$ cat src/rtl/ctrl.sv
// RV32I control decoder: splits an instruction into register fields, immediate and datapath controls, registered.
// Optional macro CTRL_ILLEGAL_EN enables the registered `illegal` flag; otherwise it is tied low.
module ctrl (
  input  logic        clk,
  input  logic        rst,
  input  logic [31:0] inst,
  output logic [4:0]  rd,
  output logic [4:0]  rs1,
  output logic [4:0]  rs2,
  output logic [2:0]  funct3,
  output logic [31:0] imm,
  output logic        reg_write,
  output logic        mem_read,
  output logic        mem_write,
  output logic        branch,
  output logic        jump,
  output logic        jalr,
  output logic [1:0]  alu_src_a,
  output logic        alu_src_b,
  output logic [1:0]  wb_sel,
  output logic [3:0]  alu_op,
  output logic        illegal
);

  localparam int unsigned XLEN = 32;

  localparam logic [6:0] OPC_LUI    = 7'b0110111;
  localparam logic [6:0] OPC_AUIPC  = 7'b0010111;
  localparam logic [6:0] OPC_JAL    = 7'b1101111;
  localparam logic [6:0] OPC_JALR   = 7'b1100111;
  localparam logic [6:0] OPC_BRANCH = 7'b1100011;
  localparam logic [6:0] OPC_LOAD   = 7'b0000011;
  localparam logic [6:0] OPC_STORE  = 7'b0100011;
  localparam logic [6:0] OPC_OPIMM  = 7'b0010011;
  localparam logic [6:0] OPC_OP     = 7'b0110011;

  localparam logic [1:0] SRC_A_RS1  = 2'd0;
  localparam logic [1:0] SRC_A_PC   = 2'd1;
  localparam logic [1:0] SRC_A_ZERO = 2'd2;
  localparam logic [1:0] WB_ALU     = 2'd0;
  localparam logic [1:0] WB_MEM     = 2'd1;
  localparam logic [1:0] WB_PC4     = 2'd2;

  localparam logic [3:0] ALU_ADD  = 4'd0;
  localparam logic [3:0] ALU_SUB  = 4'd1;
  localparam logic [3:0] ALU_SLL  = 4'd2;
  localparam logic [3:0] ALU_SLT  = 4'd3;
  localparam logic [3:0] ALU_SLTU = 4'd4;
  localparam logic [3:0] ALU_XOR  = 4'd5;
  localparam logic [3:0] ALU_SRL  = 4'd6;
  localparam logic [3:0] ALU_SRA  = 4'd7;
  localparam logic [3:0] ALU_OR   = 4'd8;
  localparam logic [3:0] ALU_AND  = 4'd9;

  logic [6:0]      opcode;
  logic [2:0]      f3;
  logic [XLEN-1:0] i_imm, s_imm, b_imm, u_imm, j_imm;
  logic [3:0]      f3_op;

  logic [XLEN-1:0] imm_nxt;
  logic            reg_write_nxt, mem_read_nxt, mem_write_nxt;
  logic            branch_nxt, jump_nxt, jalr_nxt, alu_src_b_nxt;
  logic [1:0]      alu_src_a_nxt, wb_sel_nxt;
  logic [3:0]      alu_op_nxt;

  assign opcode = inst[6:0];
  assign f3     = inst[14:12];

  assign i_imm = {{20{inst[31]}}, inst[31:20]};
  assign s_imm = {{20{inst[31]}}, inst[31:25], inst[11:7]};
  assign b_imm = {{19{inst[31]}}, inst[31], inst[7], inst[30:25], inst[11:8], 1'b0};
  assign u_imm = {inst[31:12], 12'b0};
  assign j_imm = {{11{inst[31]}}, inst[31], inst[19:12], inst[20], inst[30:21], 1'b0};

  // Base ALU operation implied by funct3; the inst[30] variants are applied per opcode.
  always_comb begin
    f3_op = ALU_ADD;
    case (f3)
      3'b000:  f3_op = ALU_ADD;
      3'b001:  f3_op = ALU_SLL;
      3'b010:  f3_op = ALU_SLT;
      3'b011:  f3_op = ALU_SLTU;
      3'b100:  f3_op = ALU_XOR;
      3'b101:  f3_op = ALU_SRL;
      3'b110:  f3_op = ALU_OR;
      default: f3_op = ALU_AND;
    endcase
  end

  // Opcode decode; anything unrecognised stays at the all-zero NOP defaults.
  always_comb begin
    imm_nxt       = '0;
    reg_write_nxt = 1'b0;
    mem_read_nxt  = 1'b0;
    mem_write_nxt = 1'b0;
    branch_nxt    = 1'b0;
    jump_nxt      = 1'b0;
    jalr_nxt      = 1'b0;
    alu_src_a_nxt = SRC_A_RS1;
    alu_src_b_nxt = 1'b0;
    wb_sel_nxt    = WB_ALU;
    alu_op_nxt    = ALU_ADD;
    case (opcode)
      OPC_LUI: begin
        reg_write_nxt = 1'b1; alu_src_a_nxt = SRC_A_ZERO; alu_src_b_nxt = 1'b1; imm_nxt = u_imm;
      end
      OPC_AUIPC: begin
        reg_write_nxt = 1'b1; alu_src_a_nxt = SRC_A_PC; alu_src_b_nxt = 1'b1; imm_nxt = u_imm;
      end
      OPC_JAL: begin
        jump_nxt = 1'b1; reg_write_nxt = 1'b1; alu_src_a_nxt = SRC_A_PC; alu_src_b_nxt = 1'b1;
        wb_sel_nxt = WB_PC4; imm_nxt = j_imm;
      end
      OPC_JALR: begin
        jalr_nxt = 1'b1; reg_write_nxt = 1'b1; alu_src_b_nxt = 1'b1;
        wb_sel_nxt = WB_PC4; imm_nxt = i_imm;
      end
      OPC_BRANCH: begin
        branch_nxt = 1'b1; alu_src_a_nxt = SRC_A_PC; alu_src_b_nxt = 1'b1; imm_nxt = b_imm;
      end
      OPC_LOAD: begin
        mem_read_nxt = 1'b1; reg_write_nxt = 1'b1; alu_src_b_nxt = 1'b1;
        wb_sel_nxt = WB_MEM; imm_nxt = i_imm;
      end
      OPC_STORE: begin
        mem_write_nxt = 1'b1; alu_src_b_nxt = 1'b1; imm_nxt = s_imm;
      end
      OPC_OPIMM: begin
        reg_write_nxt = 1'b1; alu_src_b_nxt = 1'b1; imm_nxt = i_imm; alu_op_nxt = f3_op;
        if (f3 == 3'b101 && inst[30]) alu_op_nxt = ALU_SRA;
      end
      OPC_OP: begin
        reg_write_nxt = 1'b1; alu_op_nxt = f3_op;
        if (inst[30] && f3 == 3'b000) alu_op_nxt = ALU_SUB;
        if (inst[30] && f3 == 3'b101) alu_op_nxt = ALU_SRA;
      end
      default: ;
    endcase
  end

  always_ff @(posedge clk or posedge rst) begin
    if (rst) begin
      rd        <= '0;
      rs1       <= '0;
      rs2       <= '0;
      funct3    <= '0;
      imm       <= '0;
      reg_write <= 1'b0;
      mem_read  <= 1'b0;
      mem_write <= 1'b0;
      branch    <= 1'b0;
      jump      <= 1'b0;
      jalr      <= 1'b0;
      alu_src_a <= '0;
      alu_src_b <= 1'b0;
      wb_sel    <= '0;
      alu_op    <= '0;
    end else begin
      rd        <= inst[11:7];
      rs1       <= inst[19:15];
      rs2       <= inst[24:20];
      funct3    <= f3;
      imm       <= imm_nxt;
      reg_write <= reg_write_nxt;
      mem_read  <= mem_read_nxt;
      mem_write <= mem_write_nxt;
      branch    <= branch_nxt;
      jump      <= jump_nxt;
      jalr      <= jalr_nxt;
      alu_src_a <= alu_src_a_nxt;
      alu_src_b <= alu_src_b_nxt;
      wb_sel    <= wb_sel_nxt;
      alu_op    <= alu_op_nxt;
    end
  end

`ifdef CTRL_ILLEGAL_EN
  logic illegal_nxt;

  // Every supported opcode ends in 2'b11, so a bad low pair also lands in default.
  always_comb begin
    illegal_nxt = 1'b1;
    case (opcode)
      OPC_LUI, OPC_AUIPC, OPC_JAL, OPC_JALR, OPC_BRANCH,
      OPC_LOAD, OPC_STORE, OPC_OPIMM, OPC_OP: illegal_nxt = (inst[1:0] != 2'b11);
      default: illegal_nxt = 1'b1;
    endcase
  end

  always_ff @(posedge clk or posedge rst) begin
    if (rst) illegal <= 1'b0;
    else     illegal <= illegal_nxt;
  end
`else
  assign illegal = 1'b0;
`endif

endmodule

$ cat config.mk
export PLATFORM = sky130hd
export DESIGN_NAME = ctrl
export DESIGN_NICKNAME = d
export VERILOG_FILES = /design/src/rtl/ctrl.sv
export SDC_FILE = /design/constraint.sdc
export NUM_CORES = 1
export LEC_CHECK = 0
export CORE_UTILIZATION = 28
export CTS_BUF_LIST = sky130_fd_sc_hd__clkbuf_8 sky130_fd_sc_hd__clkbuf_16
export DETAILED_ROUTE_END_ITERATION = 6
export PLACE_DENSITY = 0.62
export SLEW_MARGIN = 25
export SYNTH_ARGS = -nofsm -noshare
export SYNTH_HDL_FRONTEND = slang
export SYNTH_SLANG_ARGS = --single-unit
$ cat constraint.sdc
create_clock -name clk -period 1.7 [get_ports clk]
set_input_delay 0.17 -clock clk [delete_from_list [all_inputs] [get_ports clk]]
set_output_delay 0.17 -clock clk [all_outputs]
set_load 0.1 [all_outputs]
# == Word-level counts from Yosys, hierarchy flattened ==
# Index checks and enable logic that the tools add are counted.
# word_totals
in_bits,34
regBits,65
ramBits,0
latchBits,0
romBits,0
word_cells,54
memories,0
out_inout_bits,66
# classes
mul,0
div_mod_pow,0
n_reduce_logical,9
bitwise,0
n_lt_le_gt_ge,0
eq_ne,15
mux,15
n_addsub,0
shifts,0
# op_table
op,n
case mux 32 bit (5 select lines),1
case mux 4 bit (7 select lines),1
== test 7 x 6 -> 1 bit (second input constant),3
== test 7 bit (second input constant),3
== test 7 x 5 -> 1 bit (second input constant),2
two-way mux 4 bit,3
== test 3 bit (second input constant),3
case mux 2 bit (2 select lines),2
case mux 4 bit (2 select lines),1
OR reduction 8 bit,1
== test 7 x 2 -> 1 bit (second input constant),1
two-way mux 1 bit,7
OR reduction 7 bit,1
== test 3 x 2 -> 1 bit (second input constant),2
OR reduction 3 bit,2
OR reduction 2 bit,2
== test 3 x 1 -> 1 bit (second input constant),1
zero test 3 bit,1
logical AND 1 bit,2

# == Longest topological paths before layout ==
# Gate-level depths: netlist of run 1.
# depth
word_depth,5
ltp_mapped,6
mapped_depth_nobuf,4

# == Least setup slack after synthesis of run 1 ==
# No wires, ideal clock.
# synth_timing
kind,input port to flip-flop
from,input inst[3]
to,register imm[22]
n_path_buf,2
t_arrival_ns,1.416
required_time_ns,1.637
path_stages,6
path_slack_ns,0.221
setup_ns,0.063
cell_sequence,buf_6 or4_4 or2_4 a21boi_2 buf_6 a21o_2
# synth_between
elab_chain_cells,3
word_cells_on_any_way,11
cone_classes,eq/ne (8); mux (1); reduce/logical (2)
# synth_rtl
element,line,source
from (decl),6,"input logic [31:0] inst,"
== test 7 x 5 -> 1 bit (tied with other cells),103,case (opcode)
OR reduction 3 bit (no source line) or OR reduction 2 bit (tied branches),--,
case mux 32 bit (5 select lines) *,103,
via imm_nxt[22],60,logic [XLEN-1:0] imm_nxt;
to (signal assigned),163,imm <= imm_nxt;
to (decl),11,"output logic [31:0] imm,"
# Mark *: on every way through the listed nets, which the timed path passes. The rest lies on a longest branch.

# == Worst setup path after layout of run 1 ==
# layout_timing
from,input inst[2]
to,register alu_src_b
# layout_between
elab_chain_cells,3
word_cells_on_any_way,10
cone_classes,eq/ne (8); mux (1); reduce/logical (1)
# layout_rtl
element,line,source
== test 7 x 5 -> 1 bit (tied with other cells),103,
OR reduction 8 bit (no source line) *,--,
two-way mux 1 bit *,103,
via alu_src_b_nxt,62,"logic branch_nxt, jump_nxt, jalr_nxt, alu_src_b_nxt;"
to (signal assigned),171,alu_src_b <= alu_src_b_nxt;
to (decl),19,"output logic alu_src_b,"
# Marked as above.

==> results by group, run 1 <==
Clocking
  – H-tree Lvls: 3
  – Clock tree sinks: 65
  – Post-CTS Setup Bufs: 0
  – Root buf cell: clkbuf_8
  – CTS Buffer Depth: 2
  – CTS tree: built
  – Hold_buf cts: 0
  – Post_cts resized: 0
  – CTS clk-pin slew, worst paths: 0.07 ns
  – CTS buffer count: 9

Final layout
  – Synth-to-Final Area Change: 56.2%
  – Filler cells: 732
  – Final net count: 324
  – N_diodes: 0
  – Non-filler cells, final: 397
  – Share of cells above drive strength 1: 40.0%
  – Post-layout util: 45.6%

Pwr
  – Overall power: 0.00328 W
  – Sequential Power Share: 48.6%
  – Power Dens Cells: 921 mW/mm^2
  – NetSw: 0.00101 W
  – Leak: 1.90 nW
  – Clk pwr share: 33.1%
  – Switching Share: 30.9%
  – Comb pwr share: 18.3%
  – P_int: 0.00227 W
  – Maximum VDD drop: 332 uV

Worst setup path
  – WP data arrival: 1.78 ns
  – Crit path cell chain: clkdlybuf4s50_1, buf_4, and2_1, o21ai_0, nand2_1, or2_2
  – CP max stage cell: clkdlybuf4s50_1
  – Nature of the critical path endpoint: register
  – Crit path largest cell delay: 0.42 ns
  – CP required: 1.91 ns
  – CP Launch Type: input pin
  – CP delay by family, top: simple AND/OR/NAND/NOR gates
  – Worst-path maximum fanout: 8
  – CP bufs+invs: 2
  – WS Path Type: in2reg

Synthesis
  – Cell count after synthesis: 165
  – Cell Area, Synth: 0.00228 sq mm
  – Post-synth top cells: dfrtp_1 (65), nor2_1 (13), a21o_2 (10), a21o_1 (9), and2_1 (8)
  – Synth async-reset ratio: 100%
  – Synth top area cells: dfrtp_1 (71%), a21o_2 (3.8%), a21o_1 (3.0%)
  – Post-synthesis sequential area ratio: 71.3%
  – Share of the synthesized area in the top cell type: 71.3%
  – Cell variety after synth: 35
  – Yosys warns: 0
  – Largest area contributor in the synthesized netlist: dfrtp_1
  – Post-synth EDFFs: 0
  – Syn_area_per_cell: 13.8 sq um
  – FF+latch count, synth: 65
  – Cell with the most instances after synthesis: dfrtp_1
  – Syn nets: 199
  – Main synth FF type: dfrtp_1

Die
  – Die area: 0.00851 sq mm
  – Die W: 92.3 um
  – Row count: 32
  – Die H: 92.3 um
  – Core area: 0.00781 sq mm
  – Initial core utilization: 29.2%
  – I/O pin total: 100

Place
  – Pre-CTS WS: -0.204 ns
  – I/O Buffers: 98
  – DPL Wire Length: 4160 um
  – DP Cell Count: 381
  – GP Congestion: 0.806

STA
  – Max-slew violations: 0
  – Hold Vio Cnt, Final: 0
  – Final WS setup: 0.128 ns
  – # setup viols final: 0
  – Fmax: 636 MHz
  – Period utilisation layout: 92.5%
  – Post-layout min period: 1.57 ns
  – Unrepaired setup endpoints after global routing: false

Global route
  – Initial antenna violation count: 0
  – Largest net degree at the start of global routing: 27
  – Vias in the first global route: 1747
  – First-pass GRT wire length: 8740 um
  – All-Layer GR Usage: 13.7%
  – GRT overflow: 0

Route
  – Via Count: 1730
  – DRT Pass-1 Iters: 4
  – Routed wire length: 5600 um
  – Drc violations: 0
  – Initial drt markers: 56
  – Vias per cell: 4.36
  – Post-route ant nets: 0
  – Routed WL per cell: 14.1 um

Run status
  – Status: finished clean

Job
  – Max Cap Violations: 0

Hold path
  – Hold Crit Class: in2async
==> stage by stage <==
step	instance area (sq um)	hold WS, ns	setup TNS (ns)
2_1_floorplan	2280	0.201	0
3_3_place_gp	3400	0.561	-4.53
3_5_place_dp	3400	0.564	-4.77
4_1_cts	3560	0.207	0
5_1_grt	3560	0.217	0
6_report	3560	0.213	0
==> cell families (layout without fill, tap and decap cells) <==
kind of cell,count (synthesis),count (layout),synth area share [%]
AOI/OAI and AO/OA,40,40,13.9
buffers and inverters,9,139,2.30
DFF,65,65,71.3
other,1,1,0.164
and+or+nand+nor,50,50,12.3
==> power by group through the flow <==
stage | registers, W | clock network, W | logic, W
final | 0.00160 | 0.00109 | 0.000602
after global routing | 0.00160 | 0.00120 | 0.000631
after CTS | 0.00160 | 0.00113 | 0.000608
after detailed placement | 0.00163 | 0 | 0.000607
after global placement | 0.00163 | 0 | 0.000604
after floorplan | 0.00192 | 0 | 0.0000901
==> layer usage <==
metal	global-route usage (%)	wire length [um]
met5	0	0
met3	5.31	411
met2	20.5	2550
met4	4.30	49
met1	18.1	2590
==> worst paths after layout <==
kind	start	endpoint	slack [ns]	depth (start not counted)
worst min-delay path	rst	imm[14]	0.21	2
worst max-delay path	inst[2]	alu_src_b	0.13	6
max in group asynchronous	rst	imm[26]	1.03	3
min in group clk	inst[8]	rd[1]	0.31	1
==> registers in the layout (all words and copies together), names as in the netlist <==
register,cells
alu_src_b,1
alu_op,4
wb_sel,2
mem_write,1
jalr,1
jump,1
rs2,5
mem_read,1
rs1,5
funct3,3
rd,5
alu_src_a,2
imm,32
reg_write,1
branch,1
==> final cells by class <==
class	instances	area, sq um	share of cell area, %
Tap cell	102	128	3.58
Sequential cell	65	1630	45.6
Multi-Input combinational cell	91	602	16.9
Clock inverter	7	38.8	1.09
Timing Repair Buffer	119	1030	28.8
Inverter	4	18.8	0.527
Clock buffer	9	124	3.48
==> cells in the final DEF, fill, tap and decap left out, drive strengths merged <==
cell type	synthesis	routed
a211o	2	2
nand2	5	5
nand3b	1	1
or4	1	1
nand4b	1	1
o311a	1	1
nand2b	2	2
and4b	1	1
buf	3	86
a211oi	1	1
clkinvlp	0	3
and3	2	2
o22a	1	1
nand4bb	1	1
a22o	5	5
nor2	13	13
a21o	19	19
clkinv	0	4
nor4	1	1
nor2b	3	3
a21oi	4	4
or2	4	4
a221o	1	1
clkdlybuf4s50	0	33
o21ai	2	2
nand3	1	1
inv	4	4
a21boi	1	1
conb	1	1
dfrtp	65	65
and2	8	8
or3	2	2
o21a	3	3
clkbuf	2	9
nor3	4	4
Note: power is estimated with default switching activity, not from simulation.
==> run 2, diff against run 1 <==
- SETUP_SLACK_MARGIN: default -> 0.15
==> run 2 against run 1 <==
  * Fmax is 2.9% higher
  * Global-route usage stayed put
  * Cell area grew 0.49%
  * Count of clock-buffer cells in the layout unchanged
  * Sequential share of layout area shrank 0.22 points
  * Sequential cell count did not move
  * Combinational power about the same
==> results by group, run 2 (synthesis results as in run 1) <==
Run status
  – Status: finished clean

Worst setup path
  – WP data arrival: 1.79 ns
  – Worst-path maximum fanout: 11
  – Nature of the critical path endpoint: register
  – WS Path Type: in2reg
  – Crit path largest cell delay: 0.54 ns
  – CP max stage cell: or4_4
  – CP Launch Type: input pin
  – CP required: 1.97 ns
  – Crit path cell chain: clkdlybuf4s50_1, or4_4, or2_4, a21boi_4, buf_12, a21o_2

Place
  – GP Congestion: 0.806
  – DPL Wire Length: 4160 um
  – I/O Buffers: 98
  – DP Cell Count: 381

Final layout
  – Commonest non-fill, non-tap cell in the layout: buf_4
  – Top reg by flops: imm
  – Synth-to-Final Area Change: 57.0%
  – Share of cells above drive strength 1: 40.7%
  – Most frequent cells in the layout: buf_4 (82), dfrtp_1 (65), clkdlybuf4s50_1 (33)
  – Largest register FFs: 32
  – Final net count: 324
  – Non-filler cells, final: 397
  – N_diodes: 0
  – Post-layout util: 45.9%

Global route
  – Vias in the first global route: 1747
  – First-pass GRT wire length: 8750 um
  – Largest net degree at the start of global routing: 27
  – GRT overflow: 0
  – All-Layer GR Usage: 13.7%
  – Initial antenna violation count: 0

Route
  – DRT Pass-1 Iters: 4
  – Initial drt markers: 43
  – Drc violations: 0
  – Via Count: 1734
  – Routed wire length: 5610 um
  – Vias per cell: 4.37
  – Post-route ant nets: 0
  – Routed WL per cell: 14.1 um

Clocking
  – CTS tree: built
  – CTS buffer count: 9
  – CTS clk-pin slew, worst paths: 0.07 ns
  – H-tree Lvls: 3
  – Root buf cell: clkbuf_8
  – CTS Buffer Depth: 2
  – Post-CTS Setup Bufs: 0
  – Hold_buf cts: 0
  – Clock tree sinks: 65

Die
  – Die H: 92.3 um
  – Row count: 32
  – Die area: 0.00851 sq mm
  – Initial core utilization: 29.2%
  – Core area: 0.00781 sq mm
  – I/O pin total: 100
  – Die W: 92.3 um

STA
  – Max-slew violations: 0
  – Post-layout min period: 1.53 ns
  – Unrepaired setup endpoints after global routing: false
  – Period utilisation layout: 89.9%
  – Hold WS: 0.213 ns
  – Fmax: 655 MHz
  – Hold Vio Cnt, Final: 0
  – # setup viols final: 0

Pwr
  – Leak: 1.91 nW
  – Power Dens Cells: 918 mW/mm^2
  – Maximum VDD drop: 332 uV

Job
  – Max Cap Violations: 0

Hold path
  – Hold Crit Class: in2async
==> run 2: layout make-up <==
class	instances	area, sq um
clock inverters	7	38.8
repair buffers	119	1030
well taps	102	128
fillers	731	4230
inverters	4	18.8
multi-input cells	91	619
clock buffers	9	124
flip-flops and latches	65	1630
==> run 2: metal layers <==
metal  vias up  track usage (%)  share of wire, %
li1        818                -                 -
met1       839             18.1                45
met2        71             20.5                46
met3         6             5.31               7.9
met4         0             4.30              0.87
met5         -                0                 0
==> run 2: metrics by stage <==
stage / setup TNS [ns] / setup slack (ns) / total power, W / cell area, sq um
after CTS: 0 / 0.150 / 0.00334 / 3570
after global routing: 0 / 0.135 / 0.00343 / 3580
after detailed placement: -4.77 / -0.204 / 0.00223 / 3400
after global placement: -4.53 / -0.194 / 0.00223 / 3400
after floorplan: 0 / 0.221 / 0.00201 / 2280
final: 0 / 0.173 / 0.00329 / 3580
==> run 2: worst paths after layout <==
check                      startpoint       to  depth (start not counted)
max                           inst[2]  imm[22]                          6
min                               rst  imm[14]                          2
max in group asynchronous         rst  imm[26]                          3
min in group clk              inst[8]    rd[1]                          1
==> run 2: repair_timing <==
action	4_1_cts	5_1_grt
pin swaps	0	1
resized for setup	1	4
hold endpoints to repair	0	0
setup endpoints to repair	1	12
cloned	0	0
==> run 2: critical path: cells and delay by family <==
kind,cells,cell delay [ns]
AO/OA/AOI/OAI,2,0.25
buffers and inverters,2,0.56
AND/OR/NAND/NOR,2,0.81
==> run 2: report_power, final <==
part	switching (W)	internal, W
clock	0.000575	0.000512
combinational	0.000431	0.000173
sequential	0.0000111	0.00159
total	0.00102	0.00227
==> run 3, diff against run 2 <==
- CORE_ASPECT_RATIO: default -> 0.75
- clock period: 1.7 -> 1.3 ns (I/O delays scaled with it)
==> run 3 against run 2 <==
  * Sequential power rose by 32%
  * Critical path depth did not move
  * Cell area is 28% higher
  * Global-route usage rose by 2.3 points
  * Total power rose by 44%
  * Setup slack worse by 0.055 ns
  * Count of clock-buffer cells in the layout is 1 higher
  * Combinational power increased by 58%
  * Via count increased by 4.4%
  * First-iteration DRC count unchanged
  * Critical path type unchanged
  * Cell count is 4.8% higher
  * Critical endpoint is now imm[27]
  * Core utilization up 12 points
==> results by group, run 3 (synthesis results as in run 1) <==
Worst setup path
  – WP data arrival: 1.46 ns
  – Worst-path maximum fanout: 5
  – CP required: 1.58 ns
  – Worst setup path start: inst[2]
  – CP Launch Type: input pin
  – Nature of the critical path endpoint: register
  – WS Path Type: in2reg

STA
  – Final WS setup: 0.117 ns
  – Hold WS: 0.217 ns
  – Fmax: 845 MHz
  – Max-slew violations: 0
  – # setup viols final: 0
  – Period utilisation layout: 91.0%
  – Setup_tns: 0 ns
  – Hold Vio Cnt, Final: 0
  – Post-layout min period: 1.18 ns
  – Unrepaired setup endpoints after global routing: true

Final layout
  – Share of cells above drive strength 1: 46.6%
  – Filler cells: 646
  – Most frequent cells in the layout: buf_12 (67), dfrtp_1 (65), buf_4 (31)
  – Largest register FFs: 32
  – N_diodes: 0
  – Non-filler cells, final: 416
  – Post-route cell area: 0.00459 sq mm
  – Synth-to-Final Area Change: 101%
  – Commonest non-fill, non-tap cell in the layout: buf_12
  – Final net count: 340
  – Top reg by flops: imm

Clocking
  – H-tree Lvls: 3
  – CTS clk-pin slew, worst paths: 0.07 ns
  – Clock tree sinks: 65
  – CTS buffer count: 9
  – CTS tree: built
  – CTS Buffer Depth: 2
  – Root buf cell: clkbuf_8

Global route
  – Vias in the first global route: 1914
  – All-Layer GR Usage: 16.0%
  – First-pass GRT wire length: 10100 um
  – Initial antenna violation count: 0
  – GRT overflow: 0
  – Largest net degree at the start of global routing: 49

Die
  – Die W: 106 um
  – Die area: 0.00852 sq mm
  – Die H: 80.2 um
  – Initial core utilization: 28.9%
  – Row count: 28
  – I/O pin total: 100
  – Core area: 0.00788 sq mm

Pwr
  – Power Dens Cells: 1030 mW/mm^2
  – Maximum VDD drop: 628 uV
  – Leak: 2.22 nW

Place
  – Pre-CTS WS: -0.557 ns
  – DP Area: 0.00428 sq mm
  – GP Congestion: 0.785
  – I/O Buffers: 98
  – DPL Wire Length: 4580 um
  – DP Cell Count: 396

Route
  – Routed wire length: 6110 um
  – Vias per cell: 4.35
  – Initial drt markers: 43
  – Routed WL per cell: 14.7 um
  – Drc violations: 0
  – Via Count: 1810
  – Post-route ant nets: 0
  – DRT Pass-1 Iters: 4

Hold path
  – Hold Crit Class: in2async

Run status
  – Status: finished clean

Job
  – Max Cap Violations: 0
-- run 3: final cells by class --
type                       count  area (sq um)  share of cell area [%]
inverter                       4          18.8                   0.408
clock buffer                  10           138                    3.00
tap                          105           131                    2.86
timing repair buffer         135          1950                    42.5
clock inverter                 6          58.8                    1.28
sequential                    65          1630                    35.4
multi-input combinational     91           669                    14.6
-- run 3: worst max-delay path, cell delays in order --
cell,delay (ns)
buf_6,0.09
or4_4,0.52
or2_4,0.26
a21boi_4,0.20
clkbuf_16,0.18
a21o_2,0.08
-- run 3: timing repair --
item / CTS / global route
resized for setup: 36 / 6
cloned: 2 / 0
endpoints found under the setup margin: 43 / 15
setup buffers: 2 / 0
hold buffers: 0 / 0
pin swaps: 5 / 4
-- run 3: path summary, 6_finish.rpt --
kind | endpoint | slack (ns)
max | imm[27] | 0.12
min | imm[12] | 0.22
max in group asynchronous | imm[4] | 0.86
min in group clk | mem_read | 0.25
-- run 3: metrics by stage --
stage | power (W) | utilization [%]
finish | 0.00474 | 58.3
global route | 0.00493 | 58.3
CTS | 0.00479 | 57.9
detailed placement | 0.00310 | 54.3
global placement | 0.00309 | 54.3
floorplan | 0.00263 | -
-- run 3: per-layer routing --
metal	track usage, %	up-vias	wire (um)
met2	24.5	75	2850
li1	-	848	-
met5	0	-	0
met3	6.74	12	477
met4	5.83	0	87
met1	20.2	875	2700
-- run 3: power by group --
group	internal, W	switching [W]	leakage (nW)	total, W
Combinational	0.000374	0.000578	1.26	0.000952
Clock	0.000923	0.000752	0.0995	0.00167
Sequential	0.00207	0.0000430	0.862	0.00212
